--- src/rtl/prefetch_instrucoes_pkg.sv ---
// Shared nRisc definitions: instruction/address widths and the prefetch FSM states.
package nrisc_pkg;

  localparam int unsigned OPCODE_W     = 4;
  localparam int unsigned OPERAND_W    = 4;
  localparam int unsigned NRISC_DATA_W = OPCODE_W + OPERAND_W;
  localparam int unsigned NRISC_ADDR_W = 8;

  typedef enum logic [1:0] {
    IDLE,
    REQ,
    DROP
  } fetch_state_t;

endpackage

--- src/rtl/prefetch_instrucoes_if.sv ---
// Bundle of the memory request channel and the core instruction channel of the prefetcher.
interface prefetch_instrucoes_if
  import nrisc_pkg::*;
#(
  parameter int unsigned ADDR_W = NRISC_ADDR_W,
  parameter int unsigned DATA_W = NRISC_DATA_W
);

  logic              mem_req;
  logic [ADDR_W-1:0] mem_addr;
  logic              mem_ack;
  logic [DATA_W-1:0] mem_rdata;
  logic              instr_valid;
  logic [DATA_W-1:0] instr_out;
  logic [ADDR_W-1:0] instr_pc;
  logic              core_ready;
  logic              redirect;
  logic [ADDR_W-1:0] redirect_pc;

  modport master (
    output mem_req, mem_addr, instr_valid, instr_out, instr_pc,
    input  mem_ack, mem_rdata, core_ready, redirect, redirect_pc
  );

  modport slave (
    input  mem_req, mem_addr, instr_valid, instr_out, instr_pc,
    output mem_ack, mem_rdata, core_ready, redirect, redirect_pc
  );

endinterface

--- src/rtl/prefetch_instrucoes_fila.sv ---
// fila_instrucoes: DEPTH-entry register FIFO of {pc, instr} pairs with flush and head outputs.
module fila_instrucoes #(
  parameter int unsigned DEPTH  = 4,
  parameter int unsigned ADDR_W = 8,
  parameter int unsigned DATA_W = 8
) (
  input  logic                   clk,
  input  logic                   rst_n,
  input  logic                   push,
  input  logic                   pop,
  input  logic                   flush,
  input  logic [ADDR_W-1:0]      push_pc,
  input  logic [DATA_W-1:0]      push_instr,
  output logic [$clog2(DEPTH):0] count,
  output logic [ADDR_W-1:0]      head_pc,
  output logic [DATA_W-1:0]      head_instr
);

  localparam int unsigned PTR_W = $clog2(DEPTH);
  localparam logic [PTR_W:0] FULL = (PTR_W + 1)'(DEPTH);

  logic [PTR_W-1:0]  rd_ptr_q, rd_ptr_d;
  logic [PTR_W-1:0]  wr_ptr_q, wr_ptr_d;
  logic [PTR_W:0]    count_q, count_d;
  logic [ADDR_W-1:0] pc_q    [DEPTH];
  logic [ADDR_W-1:0] pc_d    [DEPTH];
  logic [DATA_W-1:0] instr_q [DEPTH];
  logic [DATA_W-1:0] instr_d [DEPTH];

  always_comb begin
    rd_ptr_d = rd_ptr_q;
    wr_ptr_d = wr_ptr_q;
    count_d  = count_q;
    pc_d     = pc_q;
    instr_d  = instr_q;
    if (flush) begin
      rd_ptr_d = '0;
      wr_ptr_d = '0;
      count_d  = '0;
    end else begin
      if (push) begin
        pc_d[wr_ptr_q]    = push_pc;
        instr_d[wr_ptr_q] = push_instr;
        wr_ptr_d          = wr_ptr_q + 1'b1;
      end
      if (pop) begin
        rd_ptr_d = rd_ptr_q + 1'b1;
      end
      case ({push, pop})
        2'b10:   count_d = count_q + 1'b1;
        2'b01:   count_d = count_q - 1'b1;
        default: count_d = count_q;
      endcase
    end
  end

  always_ff @(posedge clk or negedge rst_n) begin
    if (!rst_n) begin
      rd_ptr_q <= '0;
      wr_ptr_q <= '0;
      count_q  <= '0;
      pc_q     <= '{default: '0};
      instr_q  <= '{default: '0};
    end else begin
      rd_ptr_q <= rd_ptr_d;
      wr_ptr_q <= wr_ptr_d;
      count_q  <= count_d;
      pc_q     <= pc_d;
      instr_q  <= instr_d;
    end
  end

  assign count      = count_q;
  assign head_pc    = pc_q[rd_ptr_q];
  assign head_instr = instr_q[rd_ptr_q];

  // The fetch FSM only requests while there is room, so a push can never land on a full FIFO.
  a_no_push_on_full: assert property (@(posedge clk) disable iff (!rst_n) !(push && count_q == FULL));

endmodule

--- src/rtl/prefetch_instrucoes.sv ---
// Instruction prefetch stage: fetches from slow memory over req/ack into a small FIFO, with redirect/flush.
module prefetch_instrucoes
  import nrisc_pkg::*;
#(
  parameter int unsigned DEPTH  = 4,
  parameter int unsigned ADDR_W = NRISC_ADDR_W,
  parameter int unsigned DATA_W = NRISC_DATA_W
) (
  input logic                   Clock,
  input logic                   reset,
  prefetch_instrucoes_if.master bus
);

  localparam int unsigned CNT_W = $clog2(DEPTH) + 1;
  localparam logic [CNT_W-1:0] FULL = CNT_W'(DEPTH);

  fetch_state_t      state_q, state_d;
  logic [ADDR_W-1:0] fetch_pc_q, fetch_pc_d;
  logic [ADDR_W-1:0] mem_addr_q, mem_addr_d;
  logic              mem_req_q, mem_req_d;

  logic [CNT_W-1:0]  count;
  logic [CNT_W-1:0]  count_after;
  logic              instr_valid;
  logic              push;
  logic              pop;

  // Redirect wins over push and pop: a pop in the redirect cycle is not consumed.
  assign instr_valid = (count != '0);
  assign pop         = instr_valid & bus.core_ready & ~bus.redirect;
  assign push        = (state_q == REQ) & bus.mem_ack & ~bus.redirect;
  assign count_after = count + CNT_W'(push) - CNT_W'(pop);

  always_comb begin
    state_d    = state_q;
    fetch_pc_d = fetch_pc_q;
    mem_req_d  = mem_req_q;
    mem_addr_d = mem_addr_q;
    case (state_q)
      IDLE: begin
        if (bus.redirect) begin
          fetch_pc_d = bus.redirect_pc;
          state_d    = REQ;
          mem_req_d  = 1'b1;
          mem_addr_d = bus.redirect_pc;
        end else if (count < FULL) begin
          state_d    = REQ;
          mem_req_d  = 1'b1;
          mem_addr_d = fetch_pc_q;
        end
      end
      REQ: begin
        if (bus.redirect) begin
          fetch_pc_d = bus.redirect_pc;
          if (bus.mem_ack) begin
            mem_addr_d = bus.redirect_pc;
          end else begin
            state_d = DROP;
          end
        end else if (bus.mem_ack) begin
          fetch_pc_d = fetch_pc_q + 1'b1;
          if (count_after < FULL) begin
            mem_addr_d = fetch_pc_q + 1'b1;
          end else begin
            state_d   = IDLE;
            mem_req_d = 1'b0;
          end
        end
      end
      DROP: begin
        // The stale request stays on the bus untouched; its data is thrown away when it completes.
        if (bus.redirect) begin
          fetch_pc_d = bus.redirect_pc;
        end
        if (bus.mem_ack) begin
          state_d    = REQ;
          mem_addr_d = bus.redirect ? bus.redirect_pc : fetch_pc_q;
        end
      end
      default: begin
        state_d   = IDLE;
        mem_req_d = 1'b0;
      end
    endcase
  end

  always_ff @(posedge Clock or negedge reset) begin
    if (!reset) begin
      state_q    <= IDLE;
      fetch_pc_q <= '0;
      mem_req_q  <= 1'b0;
      mem_addr_q <= '0;
    end else begin
      state_q    <= state_d;
      fetch_pc_q <= fetch_pc_d;
      mem_req_q  <= mem_req_d;
      mem_addr_q <= mem_addr_d;
    end
  end

  fila_instrucoes #(
    .DEPTH  (DEPTH),
    .ADDR_W (ADDR_W),
    .DATA_W (DATA_W)
  ) u_fila (
    .clk        (Clock),
    .rst_n      (reset),
    .push       (push),
    .pop        (pop),
    .flush      (bus.redirect),
    .push_pc    (fetch_pc_q),
    .push_instr (bus.mem_rdata),
    .count      (count),
    .head_pc    (bus.instr_pc),
    .head_instr (bus.instr_out)
  );

  assign bus.mem_req     = mem_req_q;
  assign bus.mem_addr    = mem_addr_q;
  assign bus.instr_valid = instr_valid;

endmodule

--- src/flat_wrapper.sv ---
// flat-port wrapper written by rule: the top's interface ports become plain ports
module prefetch_instrucoes_flat import nrisc_pkg::*;
#(
  parameter int unsigned DEPTH  = 4,
  parameter int unsigned ADDR_W = NRISC_ADDR_W,
  parameter int unsigned DATA_W = NRISC_DATA_W
)
  (Clock, reset, bus_mem_req, bus_mem_addr, bus_instr_valid, bus_instr_out, bus_instr_pc, bus_mem_ack, bus_mem_rdata, bus_core_ready, bus_redirect, bus_redirect_pc);
  prefetch_instrucoes_if #(.ADDR_W(ADDR_W), .DATA_W(DATA_W)) bus_i ();
  input logic Clock;
  input logic reset;
  output wire logic [$bits(bus_i.mem_req)-1:0] bus_mem_req;
  output wire logic [$bits(bus_i.mem_addr)-1:0] bus_mem_addr;
  output wire logic [$bits(bus_i.instr_valid)-1:0] bus_instr_valid;
  output wire logic [$bits(bus_i.instr_out)-1:0] bus_instr_out;
  output wire logic [$bits(bus_i.instr_pc)-1:0] bus_instr_pc;
  input wire logic [$bits(bus_i.mem_ack)-1:0] bus_mem_ack;
  input wire logic [$bits(bus_i.mem_rdata)-1:0] bus_mem_rdata;
  input wire logic [$bits(bus_i.core_ready)-1:0] bus_core_ready;
  input wire logic [$bits(bus_i.redirect)-1:0] bus_redirect;
  input wire logic [$bits(bus_i.redirect_pc)-1:0] bus_redirect_pc;
  assign bus_mem_req = bus_i.mem_req;
  assign bus_mem_addr = bus_i.mem_addr;
  assign bus_instr_valid = bus_i.instr_valid;
  assign bus_instr_out = bus_i.instr_out;
  assign bus_instr_pc = bus_i.instr_pc;
  assign bus_i.mem_ack = bus_mem_ack;
  assign bus_i.mem_rdata = bus_mem_rdata;
  assign bus_i.core_ready = bus_core_ready;
  assign bus_i.redirect = bus_redirect;
  assign bus_i.redirect_pc = bus_redirect_pc;
  prefetch_instrucoes #(.DEPTH(DEPTH), .ADDR_W(ADDR_W), .DATA_W(DATA_W)) u_core (.Clock(Clock), .reset(reset), .bus(bus_i));
endmodule
--- config.mk ---
export PLATFORM = sky130hd
export DESIGN_NAME = prefetch_instrucoes_flat
export DESIGN_NICKNAME = d
export VERILOG_FILES = /design/src/rtl/prefetch_instrucoes_pkg.sv /design/src/rtl/prefetch_instrucoes_if.sv /design/src/rtl/prefetch_instrucoes_fila.sv /design/src/rtl/prefetch_instrucoes.sv /design/src/flat_wrapper.sv
export SDC_FILE = /design/constraint.sdc
export NUM_CORES = 1
export LEC_CHECK = 0
export ABC_CLOCK_PERIOD_IN_PS = 2980
export BUFFER_PORTS_ARGS = -buffer_cell sky130_fd_sc_hd__buf_2
export CAP_MARGIN = 10
export CORE_UTILIZATION = 42
export CTS_CLUSTER_DIAMETER = 30
export DETAILED_ROUTE_END_ITERATION = 16
export GPL_TIMING_DRIVEN = 1
export HOLD_SLACK_MARGIN = 0.08
export SYNTH_ARGS = -nofsm -noshare
export SYNTH_HDL_FRONTEND = slang
export SYNTH_SLANG_ARGS = --single-unit
--- constraint.sdc ---
create_clock -name Clock -period 2.98 [get_ports Clock]
set_input_delay 0.447 -clock Clock [delete_from_list [all_inputs] [get_ports Clock]]
set_output_delay 0.447 -clock Clock [all_outputs]
set_load 0.02 [all_outputs]
==> flow_metrics.py, run 1 <==
metrics = {
    "floorplanning": {
        "die-area_um2": 11500,
        "initial_core_util_pct": 42.9,
        "fp-row-count": 38,
        "dieWidth_um": 107,
        "die_y_um": 107,
        "io_pins": 47,
        "core_area_um2": 10800,
    },
    "pwr": {
        "max-vdd-ir-drop_mv": 0.369,
        "leakage_nw": 2.52,
        "power.total_w": 0.00459,
        "p_per_area_nw_per_um2": 882,
    },
    "sta": {
        "finalHoldViolCount": 0,
        "slew_headroom_pct": 58.2,
        "final-max-slew-violation-count": 0,
        "grt_setup_unrepaired": "no",
        "skew_ns": 0.0110,
        "tightest_slew_ns": 0.626,
        "finalCriticalPeriod_ns": 2.75,
        "post-route-period-util_pct": 92.2,
        "fmaxAchievable_ghz": 0.364,
        "tns_ns": 0,
        "setup_violations": 0,
    },
    "yosys": {
        "yosys-top-cells-count": "dfrtp_1, mux2_4, mux2_2",
        "ys_types": 43,
        "synth_most_common_cell": "dfrtp_1",
        "synth-edff-count": 0,
        "synth_ff_type": "dfrtp_1",
        "synth_nets": 377,
        "async_flop_share_pct": 100,
        "synth_area_um2": 4660,
        "syn_inst": 347,
        "yosys_warnings": 0,
        "synth.avg_cell_area_um2": 13.4,
        "synth_top_area_cell": "dfrtp_1",
        "synth-seq-cells": 90,
        "yosysSeqAreaShare_pct": 48.4,
        "synthTopCellsByArea": "dfrtp_1, mux2_4, mux2_2, mux4_2, ha_1",
        "synth_top_area_share_pct": 48.4,
    },
    "clock_network": {
        "h-tree-depth": 3,
        "cts_root_buf": "clkbuf_8",
        "cts_made_buffers": 9,
        "clock_sinks": 90,
        "clock_path_buffers": 2,
        "cts_tree": "done",
        "post-cts-setup-buffers": 0,
        "clk_latency_ns": 0.35,
        "cts.clk_slew.worst_paths_ns": 0.09,
    },
    "global_routing": {
        "grt_max_degree": 89,
        "grt_pass1_wl_um": 15200,
        "grt_pass1_vias": 2879,
        "grt-ovfl-total": 0,
        "antenna_found_initial": 0,
        "grt_usage_pct": 17.0,
    },
    "critical_path": {
        "cp-start-kind": "register",
        "cp_max_fo": 8,
        "path_class": "reg2reg",
        "r2r-start": "u_core.u_fila.count[2]$_DFFE_PN0P_",
        "cp.required_ns": 3.22,
        "crit_top_cell": "ha_1",
        "path_cells": "or3_1 -> nand2_1 -> nor2_1 -> ha_1 -> inv_1 -> ha_1 -> a31oi_1 -> xnor2_1 -> a31oi_4 -> mux2_2",
        "r2r_slack_ns": 0.23,
        "reg2reg_depth": 10,
        "critPathCaptureType": "register",
        "cpPeakStageDelay_ns": 0.42,
        "crit_arrival_ns": 2.98,
        "slowest_stage": "dfrtp_1",
        "reg2reg_to": "u_core.bus.mem_addr[7]$_DFFE_PN0P_",
    },
    "min_path": {
        "hold_class": "in2reg",
        "min_from": "bus_redirect",
        "holdPathEnd": "u_core.u_fila.count[0]$_DFFE_PN0P_",
        "whs_path_depth": 2,
    },
    "drt": {
        "dr.pass1.iters": 4,
        "drt_iter0_markers": 74,
        "vias": 2836,
        "wl_um": 8800,
        "viasPerCell": 5.31,
        "drc_errors": 0,
        "ant_nets": 0,
        "wl_per_cell_um": 16.5,
    },
    "job": {
        "cap_violations": 0,
    },
    "finish": {
        "nets": 420,
        "n_antenna_cell": 0,
        "stdcell_count": 534,
        "final_util_pct": 48.0,
        "final_area_um2": 5200,
        "drive_above_1_share_pct": 42.1,
        "area_delta_synth_final_pct": 11.8,
    },
    "run_status": {
        "status": "complete, no violations",
    },
    "placed_design": {
        "place.gp.congestion": 0.788,
        "placed_area_um2": 5000,
        "dp.cells": 518,
        "port_buffers": 46,
        "hpwl_um": 5700,
    },
}
## registers in the layout (all words and copies together), names as in the netlist
register                count
u_core.bus.mem_req          1
u_core.fetch_pc_q           8
u_core.u_fila.wr_ptr_q      2
u_core.state_q              2
u_core.u_fila.instr_q      32
u_core.u_fila.count         3
u_core.u_fila.rd_ptr_q      2
u_core.bus.mem_addr         8
u_core.u_fila.pc_q         32
## repair_timing
action / in CTS / in global routing
resized for setup: 0 / 0
hold endpoints to repair: 2 / 0
setup endpoints to repair: 0 / 7
hold buffers: 1 / 0
## worst max path at each step
stage / from / endpoint / slack (ns) / cells past startpoint
6_report: u_core.u_fila.count[2]$_DFFE_PN0P_ / u_core.bus.mem_addr[7]$_DFFE_PN0P_ / 0.23 / 10
5_1_grt: u_core.u_fila.count[2]$_DFFE_PN0P_ / u_core.bus.mem_addr[7]$_DFFE_PN0P_ / 0.03 / 10
4_1_cts: u_core.u_fila.count[1]$_DFFE_PN0P_ / u_core.bus.mem_addr[7]$_DFFE_PN0P_ / 0.14 / 10
3_5_place_dp: u_core.u_fila.count[2]$_DFFE_PN0P_ / u_core.bus.mem_addr[6]$_DFFE_PN0P_ / 0.17 / 10
3_3_place_gp: u_core.u_fila.count[2]$_DFFE_PN0P_ / u_core.bus.mem_addr[0]$_DFFE_PN0P_ / 0.21 / 10
2_1_floorplan: u_core.u_fila.count[2]$_DFFE_PN0P_ / u_core.bus.mem_addr[0]$_DFFE_PN0P_ / 0.22 / 10
## power by group
part	leakage [nW]	switching (W)	internal, W
combinational	1.28	0.000787	0.000957
sequential	1.15	0.000362	0.00166
clock	0.0917	0.000434	0.000386
total	2.52	0.00158	0.00301
## through the flow
stage / hold WS, ns / worst slack (ns)
after CTS: 0.337 / 0.145
after global routing: 0.343 / 0.0287
final: 0.353 / 0.232
after detailed placement: 0.248 / 0.168
after floorplan: 0.151 / 0.225
after global placement: 0.247 / 0.207
## per-layer routing
| metal | wire (um) | vias up | global-route usage (%) |
|---|---|---|---|
| li1 | - | 1330 | - |
| met1 | 4200 | 1442 | 24.3 |
| met2 | 4210 | 58 | 26.5 |
| met3 | 330 | 6 | 3.81 |
| met4 | 68 | 0 | 3.91 |
| met5 | 0 | - | 0 |
## critical path, delay by kind of cell (launching register included)
family / cells / cell delay, ns
compound gates: 2 / 0.50
xor+xnor: 1 / 0.16
fa+ha+maj: 2 / 0.46
buf+inv: 1 / 0.11
flops: 1 / 0.42
mux: 1 / 0.37
simple gates: 3 / 0.60
## logic make-up after synthesis
family / count (synthesis) / synth area share (%)
mux: 95 / 29.9
simple gates: 63 / 7.28
flops: 90 / 48.4
buf+inv: 34 / 3.82
fa+ha+maj: 9 / 2.58
xor+xnor: 12 / 2.26
compound gates: 44 / 5.78
## area by class of cell
class | count | area [um2]
inverter | 10 | 37.5
multi-input combinational | 223 | 2230
tap | 140 | 175
fill | 970 | 5640
sequential | 90 | 2250
clock buffer | 9 | 124
timing repair buffer | 56 | 323
clock inverter | 6 | 67.6
## cells in the final DEF (no fill, tap or decap), drive strengths merged, types with 2 or more instances in the layout
master	netlist	layout
nor2	13	13
xnor2	6	6
mux2	73	73
nor2b	3	3
mux4	16	16
o21ai	17	17
and3	4	4
a31oi	3	3
clkinv	0	2
clkinvlp	0	2
o22ai	2	2
a21oi	12	12
dfrtp	90	90
mux2i	6	6
ha	8	8
nand4	4	4
buf	13	55
nor3	4	4
a22oi	4	4
nand2	24	24
clkbuf	11	9
nand3	5	5
inv	10	11
xor2	6	6
(Power assumes the default switching activity.)
==> inputs of run 2 (changes only) <==
- CORE_ASPECT_RATIO: not set -> 1.75
- CORE_MARGIN: not set -> 2
- HOLD_SLACK_MARGIN: 0.08 -> not set
==> run 2 against run 1 <==
Via count down 0.32%. Worst hold slack got worse by 0.24 ns. Sequential cell count unchanged. First-iteration DRC count increased to 2.8 times the previous value. Cell area up 2.3%. Clock power up 41%. Sequential power about the same. Critical path type unchanged. Critical endpoint is now u_core.bus.mem_addr[5]$_DFFE_PN0P_.
==> flow_metrics.py, run 2 (same netlist as run 1, synthesis figures left out) <==
metrics = {
    "run_status": {
        "status": "complete, no violations",
    },
    "floorplanning": {
        "fp-row-count": 50,
        "core_area_um2": 10800,
        "initial_core_util_pct": 43.3,
        "die_y_um": 143,
        "dieWidth_um": 83.6,
        "io_pins": 47,
        "die-area_um2": 12000,
    },
    "clock_network": {
        "ctsHoldBuffers": 0,
        "clock_sinks": 90,
        "cts_root_buf": "clkbuf_16",
        "cts_made_buffers": 9,
        "clock_path_buffers": 2,
        "cts.clk_slew.worst_paths_ns": 0.06,
        "h-tree-depth": 3,
        "cts_tree": "done",
        "clk_latency_ns": 0.34,
    },
    "sta": {
        "post-route-period-util_pct": 93.8,
        "fmaxAchievable_ghz": 0.358,
        "final-max-slew-violation-count": 0,
        "slew_headroom_pct": 59.1,
        "skew_ns": 0.00837,
        "grt_setup_unrepaired": "no",
        "setup_violations": 0,
        "finalHoldViolCount": 0,
        "finalCriticalPeriod_ns": 2.79,
        "tns_ns": 0,
        "tightest_slew_ns": 0.607,
    },
    "critical_path": {
        "slowest_stage": "dfrtp_1",
        "cp_max_fo": 8,
        "path_cells": "or3_1 -> nand2_1 -> nor2_1 -> ha_1 -> inv_1 -> ha_1 -> a31oi_1 -> xnor2_1 -> a31oi_4 -> buf_12 -> mux2_1",
        "crit_family": "simple AND/OR/NAND/NOR gates",
        "critPathCaptureType": "register",
        "crit_top_cell": "ha_1",
        "path_class": "reg2reg",
        "cpPeakStageDelay_ns": 0.44,
        "cp.required_ns": 3.20,
        "critical_path_buf_inv_count": 2,
        "cp-start-kind": "register",
        "crit_arrival_ns": 3.01,
    },
    "min_path": {
        "hold_class": "in2async",
    },
    "global_routing": {
        "grt-ovfl-total": 0,
        "grt_pass1_vias": 3031,
        "grt_max_degree": 47,
        "grt_usage_pct": 16.7,
        "grt_pass1_wl_um": 15800,
        "antenna_found_initial": 0,
    },
    "job": {
        "cap_violations": 0,
    },
    "drt": {
        "dr.pass1.iters": 4,
        "wl_um": 9300,
        "drt_iter0_markers": 209,
        "wl_per_cell_um": 17.8,
        "drc_errors": 0,
        "vias": 2827,
        "ant_nets": 0,
        "viasPerCell": 5.40,
    },
    "finish": {
        "final_area_um2": 5330,
        "nets": 419,
        "final_cell_mix": "dfrtp_1, buf_2, mux2_4",
        "n_antenna_cell": 0,
        "reg_top3": "u_core.u_fila.instr_q (32), u_core.u_fila.pc_q (32)",
        "area_delta_synth_final_pct": 14.4,
        "final_common_cell": "dfrtp_1",
        "fill_cells": 979,
        "final_util_pct": 49.5,
        "drive_above_1_share_pct": 42.4,
    },
    "pwr": {
        "leakage_nw": 2.57,
        "power.total_w": 0.00498,
        "p_per_area_nw_per_um2": 936,
        "max-vdd-ir-drop_mv": 0.406,
    },
    "placed_design": {
        "place.gp.congestion": 0.775,
        "placed_area_um2": 5000,
        "hpwl_um": 6410,
        "port_buffers": 46,
    },
}
run 2: layout make-up:
type                    count  area, um2  area share, %
clock inverters             6       71.3           1.34
flip-flops and latches     90       2250           42.3
repair buffers             55        338           6.34
inverters                  10       37.5          0.705
multi-input cells         223       2230           41.8
well taps                 130        163           3.05
clock buffers              10        239           4.49
run 2: what timing repair did:
action                     CTS  global route
setup endpoints to repair    0             8
resized for setup            0             0
hold endpoints to repair     0             0
buffers inserted             0             1
run 2: where the power goes:
| group | internal, W | switching (W) |
|---|---|---|
| clock network | 0.000681 | 0.000481 |
| registers | 0.00167 | 0.000354 |
| logic | 0.000979 | 0.000821 |
| total | 0.00333 | 0.00166 |
run 2: worst register-to-register path: cells and delay by family, from the launching register on:
family	cells	cell delay (ns)
AO/OA/AOI/OAI	2	0.36
multiplexers	1	0.30
adder cells (fa/ha/maj)	2	0.48
XOR/XNOR	1	0.24
AND/OR/NAND/NOR	3	0.58
buffers and inverters	2	0.29
flip-flops	1	0.44
run 2: metrics by stage:
stage                     std cells  hold WS [ns]  worst slack, ns
final                           524         0.115            0.186
after global routing            524         0.151           0.0371
after CTS                       523         0.122           0.0972
after detailed placement        507         0.474            0.110
after global placement          507         0.470            0.184
after floorplan                 347         0.151            0.225
run 2: layer usage:
layer / vias to the layer above / global-route usage [%] / wire length (um)
li1: 1323 / - / -
met5: - / 0 / 0
met4: 0 / 6.03 / 111
met2: 56 / 28.8 / 4960
met1: 1441 / 20.7 / 3980
met3: 7 / 3.70 / 246
run 2: worst paths after layout:
kind | start | slack, ns | cells after the start | end
max | u_core.u_fila.count[1]$_DFFE_PN0P_ | 0.19 | 11 | u_core.bus.mem_addr[5]$_DFFE_PN0P_
min | reset | 0.11 | 1 | u_core.u_fila.count[0]$_DFFE_PN0P_
max reg2reg | u_core.u_fila.count[1]$_DFFE_PN0P_ | 0.19 | 11 | u_core.bus.mem_addr[5]$_DFFE_PN0P_
min reg2reg | u_core.bus.mem_addr[5]$_DFFE_PN0P_ | 0.49 | 1 | u_core.bus.mem_addr[5]$_DFFE_PN0P_
max in group asynchronous | reset | 2.23 | 2 | u_core.u_fila.pc_q[4]$_DFFE_PN0P_
min in group Clock | bus_mem_ack | 0.37 | 2 | u_core.state_q[1]$_DFFE_PN0P_
==> inputs of run 3 (changes only) <==
- PLACE_DENSITY_LB_ADDON: not set -> 0.05
==> run 3 against run 2 <==
Clock power about the same. Via count shrank 1.2%. Core utilization decreased by 0.16 points. Clock skew shrank 0.0027 ns. Register-to-register slack hardly changed. Critical endpoint unchanged.
==> flow_metrics.py, run 3 (same netlist as run 1, synthesis figures left out) <==
metrics = {
    "sta": {
        "post-route-period-util_pct": 94.0,
        "fmaxAchievable_ghz": 0.357,
        "finalCriticalPeriod_ns": 2.80,
        "skew_ns": 0.00567,
        "fin_ws_ns": 0.179,
        "setup_violations": 0,
        "grt_setup_unrepaired": "no",
        "tns_ns": 0,
        "final-max-slew-violation-count": 0,
        "tightest_slew_ns": 0.593,
        "finalHoldViolCount": 0,
        "slew_headroom_pct": 60.0,
        "fin_hold_ws_ns": 0.0503,
    },
    "critical_path": {
        "slowest_stage": "dfrtp_1",
        "path_cells": "or3_1 -> nand2_1 -> nor2_1 -> ha_1 -> inv_1 -> ha_1 -> a31oi_1 -> xnor2_1 -> a31oi_4 -> buf_12 -> mux2_1",
        "cpPeakStageDelay_ns": 0.42,
        "cp.required_ns": 3.20,
        "crit_top_cell": "ha_1",
        "path_class": "reg2reg",
        "cp_max_fo": 8,
        "r2r_slack_ns": 0.18,
        "critical_path_buf_inv_count": 2,
        "r2r-start": "u_core.u_fila.count[2]$_DFFE_PN0P_",
        "critPathCaptureType": "register",
        "crit_arrival_ns": 3.02,
        "crit_family": "simple AND/OR/NAND/NOR gates",
        "reg2reg_to": "u_core.bus.mem_addr[5]$_DFFE_PN0P_",
        "cp-start-kind": "register",
        "reg2reg_depth": 11,
    },
    "clock_network": {
        "cts.clk_slew.worst_paths_ns": 0.07,
        "cts_tree": "done",
        "cts_made_buffers": 9,
        "cts_resized": 0,
        "clk_latency_ns": 0.34,
        "clock_path_buffers": 2,
        "cts_root_buf": "clkbuf_16",
        "clock_sinks": 90,
        "h-tree-depth": 3,
    },
    "drt": {
        "drc_errors": 0,
        "dr.pass1.iters": 4,
        "wl_um": 9400,
        "drt_iter0_markers": 116,
        "vias": 2794,
        "viasPerCell": 5.33,
        "wl_per_cell_um": 17.9,
        "ant_nets": 0,
    },
    "global_routing": {
        "antenna_found_initial": 0,
        "grt_usage_pct": 17.0,
        "grt_pass1_wl_um": 15800,
        "grt-ovfl-total": 0,
        "grt_max_degree": 59,
        "grt_pass1_vias": 2980,
    },
    "finish": {
        "drive_above_1_share_pct": 42.4,
        "nets": 419,
        "reg_top3": "u_core.u_fila.instr_q (32), u_core.u_fila.pc_q (32)",
        "final_area_um2": 5310,
        "final_common_cell": "dfrtp_1",
        "n_antenna_cell": 0,
        "final_cell_mix": "dfrtp_1, buf_2, mux2_4",
        "area_delta_synth_final_pct": 14.0,
    },
    "floorplanning": {
        "die_y_um": 143,
        "io_pins": 47,
        "die-area_um2": 12000,
        "initial_core_util_pct": 43.3,
        "core_area_um2": 10800,
        "fp-row-count": 50,
        "dieWidth_um": 83.6,
    },
    "pwr": {
        "max-vdd-ir-drop_mv": 0.446,
        "leakage_nw": 2.57,
        "power.total_w": 0.00495,
        "p_per_area_nw_per_um2": 932,
    },
    "min_path": {
        "hold_class": "in2async",
    },
    "placed_design": {
        "port_buffers": 46,
        "hpwl_um": 6320,
        "place_ws_ns": 0.123,
        "place.gp.congestion": 0.780,
        "placed_area_um2": 4980,
    },
    "job": {
        "cap_violations": 0,
    },
    "run_status": {
        "status": "complete, no violations",
    },
}
[run 3: cell count changes in the layout (fill, tap and decap cells not counted), sizes merged]
cell	change
clkinv	+2
inv	-3
clkinvlp	+1
[run 3: power breakdown]
group          internal (W)  switching [W]  leakage [nW]  total (W)
Combinational      0.000971       0.000814          1.28    0.00178
Sequential          0.00167       0.000349          1.15    0.00202
Clock              0.000672       0.000477         0.141    0.00115
[run 3: area by class of cell]
cell class,count,area (um2)
Multi-Input combinational cell,223,2230
Fill cell,1007,5450
Clock buffer,10,239
Tap cell,130,163
Inverter,10,37.5
Sequential cell,90,2250
Clock inverter,6,66.3
Timing Repair Buffer,55,325
[run 3: timing repair]
action / CTS / global route
hold buffers: 0 / 0
hold endpoints to repair: 0 / 0
setup buffers: 0 / 1
setup endpoints to repair: 0 / 8
[run 3: worst max path at each step]
stage / start / to / cells after the start
2_1_floorplan: u_core.u_fila.count[2]$_DFFE_PN0P_ / u_core.bus.mem_addr[0]$_DFFE_PN0P_ / 10
3_3_place_gp: u_core.u_fila.count[2]$_DFFE_PN0P_ / u_core.bus.mem_addr[0]$_DFFE_PN0P_ / 10
3_5_place_dp: u_core.u_fila.count[2]$_DFFE_PN0P_ / u_core.bus.mem_addr[7]$_DFFE_PN0P_ / 10
4_1_cts: u_core.u_fila.count[2]$_DFFE_PN0P_ / u_core.bus.mem_addr[3]$_DFFE_PN0P_ / 10
5_1_grt: u_core.u_fila.count[1]$_DFFE_PN0P_ / u_core.bus.mem_addr[5]$_DFFE_PN0P_ / 11
6_report: u_core.u_fila.count[2]$_DFFE_PN0P_ / u_core.bus.mem_addr[5]$_DFFE_PN0P_ / 11
[run 3: routing by layer]
layer  up-vias  part of all wire [%]  track usage (%)
met5         -                     0                0
met4         0                   2.1             7.05
met3        13                   2.9             3.18
met2        37                    51             29.2
met1      1416                    44             20.9
li1       1328                     -                -
[run 3: stage by stage]
stage	std cells	util, %
6_report	524	49.3
5_1_grt	524	49.3
4_1_cts	523	49.2
3_5_place_dp	507	46.3
3_3_place_gp	507	46.3
2_1_floorplan	347	-
[run 3: worst register-to-register path: stages (launching register included)]
cell	delay (ns)
dfrtp_1	0.42
or3_1	0.42
nand2_1	0.12
nor2_1	0.06
ha_1	0.24
inv_1	0.11
ha_1	0.23
a31oi_1	0.21
xnor2_1	0.24
a31oi_4	0.15
buf_12	0.17
mux2_1	0.31
